`src/rtl/ct_ciu_ncq_pkg.sv`:
```
// ct_ciu_ncq_pkg: response-kind and BRESP encodings shared by the NCQ write-response path
package ct_ciu_ncq_pkg;
    typedef enum logic [1:0] {
        KIND_LOCAL = 2'd0,
        KIND_BUS   = 2'd1,
        KIND_BUSEX = 2'd2
    } wkind_e;
    localparam logic [1:0] BRESP_OKAY   = 2'b00;
    localparam logic [1:0] BRESP_EXOKAY = 2'b01;
    localparam logic [1:0] BRESP_SLVERR = 2'b10;
    localparam logic [1:0] BRESP_DECERR = 2'b11;
    function automatic logic [1:0] ex_resp(input logic [1:0] r);
        return (r == BRESP_OKAY) ? BRESP_EXOKAY : r;
    endfunction
endpackage

```
`src/rtl/ct_ciu_ncq_wresp_trk_if.sv`:
```
// ct_ciu_ncq_wresp_trk_if: waq pop, bus B and requester B channels of the write-response tracker
interface ct_ciu_ncq_wresp_trk_if #(parameter int IDW = 8) ();
    logic           waq_pop_en;
    logic           waq_pop_lock;
    logic [IDW-1:0] waq_pop_id;
    logic           gm_success_x;
    logic           aw_issue_vld;
    logic           aw_drop_vld;
    logic           wtrk_full;
    logic           wtrk_ovf_err;
    logic           bus_b_vld;
    logic [1:0]     bus_b_resp;
    logic           bus_b_ready;
    logic           ncq_b_vld;
    logic [1:0]     ncq_b_resp;
    logic [IDW-1:0] ncq_b_id;
    logic           ncq_b_ready;
    modport slave (
        input  waq_pop_en, waq_pop_lock, waq_pop_id, gm_success_x, bus_b_vld, bus_b_resp, ncq_b_ready,
        output aw_issue_vld, aw_drop_vld, wtrk_full, wtrk_ovf_err, bus_b_ready, ncq_b_vld, ncq_b_resp, ncq_b_id
    );
    modport master (
        output waq_pop_en, waq_pop_lock, waq_pop_id, gm_success_x, bus_b_vld, bus_b_resp, ncq_b_ready,
        input  aw_issue_vld, aw_drop_vld, wtrk_full, wtrk_ovf_err, bus_b_ready, ncq_b_vld, ncq_b_resp, ncq_b_id
    );
endinterface

```
`src/rtl/ct_ciu_ncq_wresp_fifo.sv`:
```
// ct_ciu_ncq_wresp_fifo: in-order response-entry queue with registered occupancy count
module ct_ciu_ncq_wresp_fifo #(
    parameter  int DEPTH = 8,
    parameter  int W     = 10,
    localparam int PTRW  = $clog2(DEPTH)
) (
    input  logic         forever_cpuclk,
    input  logic         cpurst,
    input  logic         push,
    input  logic [W-1:0] din,
    input  logic         pop,
    output logic [W-1:0] dout,
    output logic         full,
    output logic         empty
);
    logic [W-1:0]    mem [DEPTH];
    logic [PTRW-1:0] wptr;
    logic [PTRW-1:0] rptr;
    logic [PTRW:0]   cnt;
    assign full  = cnt == (PTRW+1)'(DEPTH);
    assign empty = cnt == '0;
    assign dout  = mem[rptr];
    always_ff @(posedge forever_cpuclk) begin
        if (push) mem[wptr] <= din;
    end
    always_ff @(posedge forever_cpuclk or posedge cpurst) begin
        if (cpurst) begin
            wptr <= '0;
            rptr <= '0;
            cnt  <= '0;
        end else begin
            if (push) wptr <= wptr + PTRW'(1);
            if (pop) rptr <= rptr + PTRW'(1);
            if (push != pop) cnt <= push ? cnt + (PTRW+1)'(1) : cnt - (PTRW+1)'(1);
        end
    end
endmodule

```
`src/rtl/ct_ciu_ncq_wresp_trk.sv`:
```
// ct_ciu_ncq_wresp_trk: gates exclusive writes on the monitor result and returns B responses in pop order
module ct_ciu_ncq_wresp_trk
    import ct_ciu_ncq_pkg::*;
#(
    parameter int DEPTH = 8,
    parameter int IDW   = 8
) (
    input logic                     forever_cpuclk,
    input logic                     cpurst,
    ct_ciu_ncq_wresp_trk_if.slave   wtrk
);
    logic           fail;
    logic           push;
    logic           pop;
    logic           full;
    logic           empty;
    logic           ovf;
    logic           head_local;
    wkind_e         push_kind;
    wkind_e         head_kind;
    logic [IDW+1:0] head;
    assign fail      = wtrk.waq_pop_lock & ~wtrk.gm_success_x;
    // reset also masks the pop so nothing issues or queues while cpurst is high
    assign push      = wtrk.waq_pop_en & ~full & ~cpurst;
    assign push_kind = ~wtrk.waq_pop_lock ? KIND_BUS : wtrk.gm_success_x ? KIND_BUSEX : KIND_LOCAL;
    ct_ciu_ncq_wresp_fifo #(.DEPTH(DEPTH), .W(IDW + 2)) u_fifo (
        .forever_cpuclk (forever_cpuclk),
        .cpurst         (cpurst),
        .push           (push),
        .din            ({wtrk.waq_pop_id, push_kind}),
        .pop            (pop),
        .dout           (head),
        .full           (full),
        .empty          (empty)
    );
    assign head_kind         = wkind_e'(head[1:0]);
    assign head_local        = head_kind == KIND_LOCAL;
    assign wtrk.aw_issue_vld = push & ~fail;
    assign wtrk.aw_drop_vld  = push & fail;
    assign wtrk.wtrk_full    = full;
    assign wtrk.wtrk_ovf_err = ovf;
    assign wtrk.ncq_b_vld    = ~empty & (head_local | wtrk.bus_b_vld);
    assign wtrk.bus_b_ready  = ~empty & ~head_local & wtrk.ncq_b_ready;
    assign wtrk.ncq_b_resp   = (empty | head_local) ? BRESP_OKAY :
                               (head_kind == KIND_BUSEX) ? ex_resp(wtrk.bus_b_resp) : wtrk.bus_b_resp;
    assign wtrk.ncq_b_id     = empty ? '0 : head[IDW+1:2];
    assign pop               = wtrk.ncq_b_vld & wtrk.ncq_b_ready;
    always_ff @(posedge forever_cpuclk or posedge cpurst) begin
        if (cpurst) ovf <= 1'b0;
        else if (wtrk.waq_pop_en & full) ovf <= 1'b1;
    end
endmodule

```
`src/flat_wrapper.sv`:
```
// flat-port wrapper written by rule: the top's interface ports become plain ports
module ct_ciu_ncq_wresp_trk_flat import ct_ciu_ncq_pkg::*;
#(
    parameter int DEPTH = 8,
    parameter int IDW   = 8
)
  (forever_cpuclk, cpurst, wtrk_waq_pop_en, wtrk_waq_pop_lock, wtrk_waq_pop_id, wtrk_gm_success_x, wtrk_bus_b_vld, wtrk_bus_b_resp, wtrk_ncq_b_ready, wtrk_aw_issue_vld, wtrk_aw_drop_vld, wtrk_wtrk_full, wtrk_wtrk_ovf_err, wtrk_bus_b_ready, wtrk_ncq_b_vld, wtrk_ncq_b_resp, wtrk_ncq_b_id);
  ct_ciu_ncq_wresp_trk_if #(.IDW(IDW)) wtrk_i ();
  input logic forever_cpuclk;
  input logic cpurst;
  input wire logic [$bits(wtrk_i.waq_pop_en)-1:0] wtrk_waq_pop_en;
  input wire logic [$bits(wtrk_i.waq_pop_lock)-1:0] wtrk_waq_pop_lock;
  input wire logic [$bits(wtrk_i.waq_pop_id)-1:0] wtrk_waq_pop_id;
  input wire logic [$bits(wtrk_i.gm_success_x)-1:0] wtrk_gm_success_x;
  input wire logic [$bits(wtrk_i.bus_b_vld)-1:0] wtrk_bus_b_vld;
  input wire logic [$bits(wtrk_i.bus_b_resp)-1:0] wtrk_bus_b_resp;
  input wire logic [$bits(wtrk_i.ncq_b_ready)-1:0] wtrk_ncq_b_ready;
  output wire logic [$bits(wtrk_i.aw_issue_vld)-1:0] wtrk_aw_issue_vld;
  output wire logic [$bits(wtrk_i.aw_drop_vld)-1:0] wtrk_aw_drop_vld;
  output wire logic [$bits(wtrk_i.wtrk_full)-1:0] wtrk_wtrk_full;
  output wire logic [$bits(wtrk_i.wtrk_ovf_err)-1:0] wtrk_wtrk_ovf_err;
  output wire logic [$bits(wtrk_i.bus_b_ready)-1:0] wtrk_bus_b_ready;
  output wire logic [$bits(wtrk_i.ncq_b_vld)-1:0] wtrk_ncq_b_vld;
  output wire logic [$bits(wtrk_i.ncq_b_resp)-1:0] wtrk_ncq_b_resp;
  output wire logic [$bits(wtrk_i.ncq_b_id)-1:0] wtrk_ncq_b_id;
  assign wtrk_i.waq_pop_en = wtrk_waq_pop_en;
  assign wtrk_i.waq_pop_lock = wtrk_waq_pop_lock;
  assign wtrk_i.waq_pop_id = wtrk_waq_pop_id;
  assign wtrk_i.gm_success_x = wtrk_gm_success_x;
  assign wtrk_i.bus_b_vld = wtrk_bus_b_vld;
  assign wtrk_i.bus_b_resp = wtrk_bus_b_resp;
  assign wtrk_i.ncq_b_ready = wtrk_ncq_b_ready;
  assign wtrk_aw_issue_vld = wtrk_i.aw_issue_vld;
  assign wtrk_aw_drop_vld = wtrk_i.aw_drop_vld;
  assign wtrk_wtrk_full = wtrk_i.wtrk_full;
  assign wtrk_wtrk_ovf_err = wtrk_i.wtrk_ovf_err;
  assign wtrk_bus_b_ready = wtrk_i.bus_b_ready;
  assign wtrk_ncq_b_vld = wtrk_i.ncq_b_vld;
  assign wtrk_ncq_b_resp = wtrk_i.ncq_b_resp;
  assign wtrk_ncq_b_id = wtrk_i.ncq_b_id;
  ct_ciu_ncq_wresp_trk #(.DEPTH(DEPTH), .IDW(IDW)) u_core (.forever_cpuclk(forever_cpuclk), .cpurst(cpurst), .wtrk(wtrk_i));
endmodule
```
`config.mk`:
```
export PLATFORM = sky130hd
export DESIGN_NAME = ct_ciu_ncq_wresp_trk_flat
export DESIGN_NICKNAME = d
export VERILOG_FILES = /design/src/rtl/ct_ciu_ncq_pkg.sv /design/src/rtl/ct_ciu_ncq_wresp_trk_if.sv /design/src/rtl/ct_ciu_ncq_wresp_fifo.sv /design/src/rtl/ct_ciu_ncq_wresp_trk.sv /design/src/flat_wrapper.sv
export SDC_FILE = /design/constraint.sdc
export NUM_CORES = 1
export LEC_CHECK = 0
export ABC_AREA = 0
export BUFFER_PORTS_ARGS = -buffer_cell sky130_fd_sc_hd__buf_2
export CELL_PAD_IN_SITES_DETAIL_PLACEMENT = 0
export CELL_PAD_IN_SITES_GLOBAL_PLACEMENT = 1
export CORE_MARGIN = 3
export CORE_UTILIZATION = 55
export CTS_BUF_LIST = sky130_fd_sc_hd__clkbuf_2 sky130_fd_sc_hd__clkbuf_4 sky130_fd_sc_hd__clkbuf_8
export CTS_CLUSTER_SIZE = 8
export DETAILED_ROUTE_END_ITERATION = 16
export PLACE_DENSITY = 0.94
export SYNTH_ARGS = -nofsm -noshare
export SYNTH_HDL_FRONTEND = slang
export SYNTH_SLANG_ARGS = --single-unit
```
`constraint.sdc`:
```
create_clock -name forever_cpuclk -period 8.42 [get_ports forever_cpuclk]
set_input_delay 1.684 -clock forever_cpuclk [delete_from_list [all_inputs] [get_ports forever_cpuclk]]
set_output_delay 1.684 -clock forever_cpuclk [all_outputs]
set_load 0.05 [all_outputs]
```
# [Word level (Yosys, flattened, before mapping)]
# Memories as Yosys holds them, arrays and structs flattened.
# Cells that the tools add are included.
[word_totals] reg_bits=11 mem_bits_rw=80 in_bits=17 word_cells=42 n_memories=1
[op_classes] add_sub_neg=4 eq_ne=3 mux=9 n_bitwise=18 n_reduce_logical=3
[mem_list] name="u_core.u_fifo.mem" depth=8 word_bits=10 read_ports=1 rd_clocked_by_memory_dff=0 write_ports=1 line="ct_ciu_ncq_wresp_fifo.sv:16" text="logic [W-1:0] mem [DEPTH];"
[op_table] operator="$and 1x1->1" n=10
[op_table] operator="$mux 2" n=5
[op_table] operator="$mux 8" n=1
[op_table] operator="$add 3x1->3 const B" n=2
[op_table] operator="$not 1->1" n=6
[op_table] operator="$add 4x1->4 const B" n=1
[op_table] operator="$eq 4x4->1 const B" n=1
[op_table] operator="$logic_not 2->1" n=2
[op_table] operator="$logic_not 4->1" n=1
[op_table] operator="$mux 4" n=1
[op_table] operator="$sub 4x1->4 const B" n=1
[op_table] operator="$eq 2x2->1 const B" n=1
[op_table] operator="$mux 1" n=2
[op_table] operator="$or 1x1->1" n=2
[op_table] operator="$ne 1x1->1" n=1

# [Depth between registers and ports, before layout]
[logic_depth] ltp_word=6 mapped_depth=10 mapped_depth_nobuf=9

# [By module]
# From an unflattened synthesis, not the netlist that was laid out.
[hier_totals] hier_cells=196 hier_area_um2=3821.2
[by_module_without_submodules] mod="ct_ciu_ncq_wresp_fifo" n_inst=1 cells_each=168 area_each_um2=3629.7
[by_module_without_submodules] mod="ct_ciu_ncq_wresp_trk" n_inst=1 cells_each=28 area_each_um2=191.4

# [Worst setup path before layout]
# OpenSTA, ideal clock, no wires.
[synth_timing] path_type="input to output" from="input cpurst" to="output wtrk_aw_drop_vld" t_arrival_ns=3.372 required_ns=6.736 setup_slack_ns=3.364 path_stages=4 path_buffers=1 cell_sequence="nor3b_1 inv_1 buf_2 nor3_1"
[synth_between] elab_chain_len=3
[synth_lines] item="start, declared" line="flat_wrapper.sv:10" text="input logic cpurst;"
[synth_lines] item="$not 1->1" line="ct_ciu_ncq_wresp_trk.sv:24" text="assign push = wtrk.waq_pop_en & ~full & ~cpurst;"
[synth_lines] item="$and 1x1->1" line="ct_ciu_ncq_wresp_trk.sv:24"
[synth_lines] item="$and 1x1->1" line="ct_ciu_ncq_wresp_trk.sv:39" text="assign wtrk.aw_drop_vld = push & fail;"
[synth_lines] item="end, declared" line="flat_wrapper.sv:19" text="output wire logic [$bits(wtrk_i.aw_drop_vld)-1:0] wtrk_aw_drop_vld;"
# Every way passes these cells.

# [Worst setup path in the final report]
# Same ends and word-level chain as after synthesis.

==> metrics.txt <==
vias per cell 5.83; routed len/inst 19.1 um; RR Endpoint u_core.u_fifo.cnt[3]$_DFFE_PP0P_; max incr delay on CP 0.29 ns; final setup fails 0; Max-Cap Viols 0; Inst Count DP about 340; CTS sink cnt 91; total grt overflow 0; clock root cell clkbuf_8; dpl ws 3.76 ns; IO buf count 32; relative slew slack 30.2%; Sw Ratio 38.8%; post-CTS resize count 0; critical path's slowest cell inv_1; Crit path buffers/inverters 4; initial antenna violation count 0; Reg area 2680 sq um; cell depth of the worst setup path 6; number of hold buffers added after cts 0; Core Area 6570 sq um; H-tree depth 3; Placer Congestion 0.745; Die Wd 89.9 um; Fin. Hold Viols 0; buffer count from post-CTS setup fixing 0; switching power 0.600 mW; vias in the first global route 1990; area overhead of the layout relative to synthesis 13.4%; power per standard cell area 352 nW/um^2; Req. time, crit path 6.74 ns; TritonCTS Buffers 9; clock power share 20.1%; # nets final 282; setup TNS 0 ns; DIE AREA 8080 sq um; Setup crit end kind output port; Mean Syn Cell Area about 18 sq um; drt total wl 6820 um; Crit Path Class in -> out; Netlist cell types 39; Synth Register Bits between 90 and 100; DR iter-0 viols around 190; hpwl dp 4070 um; Logic pwr share 39.0%; First-pass DRT Iterations 4; Antenna Nets Post-Route 0; Worst path top cell family by delay buffers and inverters; GRT Total Usage approximately 18%; crit-path max FO 18; share of layout cells above drive strength 1 28.8%; Worst-Skew Late Latency 0.35 ns; Die Y 89.9 um; clock-pin slew on the worst setup and hold paths 0.09 ns; outcome complete, no violations; pin count of the biggest net entering global routing 23; dpl cell area 4180 sq um; DRC Markers 0; vias 2080; Max Freq ~210 MHz; register area share after synthesis between 60% and 70%; Initial Util 59.0%; post-synthesis cell count 218; Power Total around 1.5 mW; Worst Setup EP wtrk_aw_drop_vld; Crit. Startpoint cpurst; kind of path behind the tightest hold check reg -> reg; Filler cells 442; syn_nets 240; minimum clock period after layout approximately 4.7 ns; Fin Clk Skew ~0.011 ns; VDD IR-drop max 0.265 mV; Final Cell Area 4390 sq um; Hold Worst Slack 0.479 ns; Synth Warn # 0; Final period util 55.6%; worst setup margin 3.74 ns; Seq pwr share 40.8%; Reg2Reg Depth 10; TritonCTS clock tree yes; number of cell rows 29; num ports 33; worst reg-to-reg setup slack 5.48 ns; Final Non-Filler Cells 357; Critical Path AT 3.00 ns; unrepaired setup endpoints after global routing false; first-pass GRT wire length 10700 um; Pins Over Slew Limit 0; Mapped Area 3870 sq um; launch point of the worst reg-to-reg path u_core.u_fifo.cnt[0]$_DFFE_PP0P_; maximum root-to-sink buffer count 2; P_int about 0.95 mW; ant diodes 0; Core Util, Final 66.9%; crit-path cells buf_2 > nor3b_1 > buf_4 > inv_1 > nor3_1 > buf_2; Crit path top cell by count buf_2; crit path launch type input pin; P_leak 1.57 nW; Slew @ Worst Pin 1.04 ns; area occupied by multi-input gates 1130 sq um
[synthesized netlist by cell type (all sizes together)]
| library cell | n | share of area, % |
|---|---|---|
| nor3b | 3 | 0.58 |
| nor4 | 2 | 0.32 |
| dfrtp | 11 | 7.1 |
| fa | 1 | 0.52 |
| nor4b | 3 | 0.68 |
| a211oi | 2 | 0.39 |
| mux4 | 20 | 12 |
| o31ai | 1 | 0.19 |
| mux2i | 11 | 3.2 |
| and3 | 1 | 0.16 |
| edfxtp | 80 | 62 |
| buf | 8 | 1.6 |
| a21oi | 4 | 0.52 |
| and2 | 3 | 0.48 |
| o22ai | 1 | 0.16 |
| a31oi | 3 | 0.48 |
| xnor2 | 6 | 1.4 |
| clkbuf | 3 | 0.29 |
| a31o | 1 | 0.23 |
| inv | 6 | 0.58 |
| nor3 | 6 | 0.78 |
| o21ai | 3 | 0.39 |
| nand3 | 1 | 0.13 |
| nor2 | 16 | 1.6 |
| ha | 4 | 1.3 |
| mux2 | 1 | 0.29 |
| o21a | 1 | 0.19 |
| o211ai | 1 | 0.19 |
| nand2 | 9 | 0.87 |
| a21o | 2 | 0.39 |
| or4 | 1 | 0.19 |
| nor2b | 1 | 0.16 |
| xor2 | 2 | 0.45 |
[cells in the final DEF (no fill, tap or decap), types with 3 or more instances in the layout]
cell type	n
edfxtp_1	80
buf_2	32
nor2_1	16
mux4_2	13
dfrtp_1	11
mux2i_1	10
buf_4	10
nand2_1	9
clkbuf_8	9
mux4_1	7
inv_1	6
xnor2_1	6
nor3_1	6
a21oi_1	4
ha_1	4
and2_1	3
nor3b_1	3
a31oi_1	3
[power by group through the flow]
stage                     sequential, mW  clock (mW)  combinational (mW)
after floorplan                    0.598           0               0.523
after global placement             0.637           0               0.598
after CTS                          0.632       0.317               0.611
final                              0.631       0.311               0.603
after global routing               0.640       0.334               0.649
after detailed placement           0.641           0               0.606
[flip-flops by register name, indices dropped and copies added, names as in the netlist]
name	flops
u_core.wtrk.wtrk_ovf_err	1
u_core.u_fifo.mem	80
u_core.u_fifo.rptr	3
u_core.u_fifo.cnt	4
u_core.u_fifo.wptr	3
[cell families after synthesis]
kind of cell | after synthesis | synth area share [%]
flip-flops | 91 | 69.1
XOR/XNOR | 8 | 1.81
adder cells (fa/ha/maj) | 5 | 1.81
AND/OR/NAND/NOR | 46 | 5.91
buffers and inverters | 17 | 2.42
AO/OA/AOI/OAI | 19 | 3.13
multiplexers | 32 | 15.8
[how the worst min path moves through the flow]
stage,from,depth (start not counted),end,slack (ns)
2_1_floorplan,u_core.u_fifo.cnt[3]$_DFFE_PP0P_,1,u_core.u_fifo.cnt[3]$_DFFE_PP0P_,0.47
3_3_place_gp,u_core.wtrk.wtrk_ovf_err$_DFFE_PP0P_,1,u_core.wtrk.wtrk_ovf_err$_DFFE_PP0P_,0.44
3_5_place_dp,u_core.wtrk.wtrk_ovf_err$_DFFE_PP0P_,1,u_core.wtrk.wtrk_ovf_err$_DFFE_PP0P_,0.46
4_1_cts,u_core.wtrk.wtrk_ovf_err$_DFFE_PP0P_,1,u_core.wtrk.wtrk_ovf_err$_DFFE_PP0P_,0.48
5_1_grt,u_core.wtrk.wtrk_ovf_err$_DFFE_PP0P_,1,u_core.wtrk.wtrk_ovf_err$_DFFE_PP0P_,0.49
6_report,u_core.wtrk.wtrk_ovf_err$_DFFE_PP0P_,1,u_core.wtrk.wtrk_ovf_err$_DFFE_PP0P_,0.48
[metal layers]
| layer | wire [um] | GRT usage, % | up-vias | part of all wire, % |
|---|---|---|---|---|
| li1 | - | - | 944 | - |
| met2 | 3470 | 28.6 | 75 | 51 |
| met1 | 2790 | 23.7 | 1049 | 41 |
| met3 | 410 | 4.01 | 12 | 6.0 |
| met4 | 139 | 6.76 | 0 | 2.0 |
| met5 | 0 | 0 | - | 0 |
[area by class of cell]
class | instances | share of cell area, %
well taps | 93 | 2.65
clock inverters | 6 | 2.02
repair buffers | 42 | 5.36
multi-input cells | 110 | 25.6
clock buffers | 9 | 2.82
flip-flops and latches | 91 | 61.0
inverters | 6 | 0.513
(Power assumes the default switching activity.)
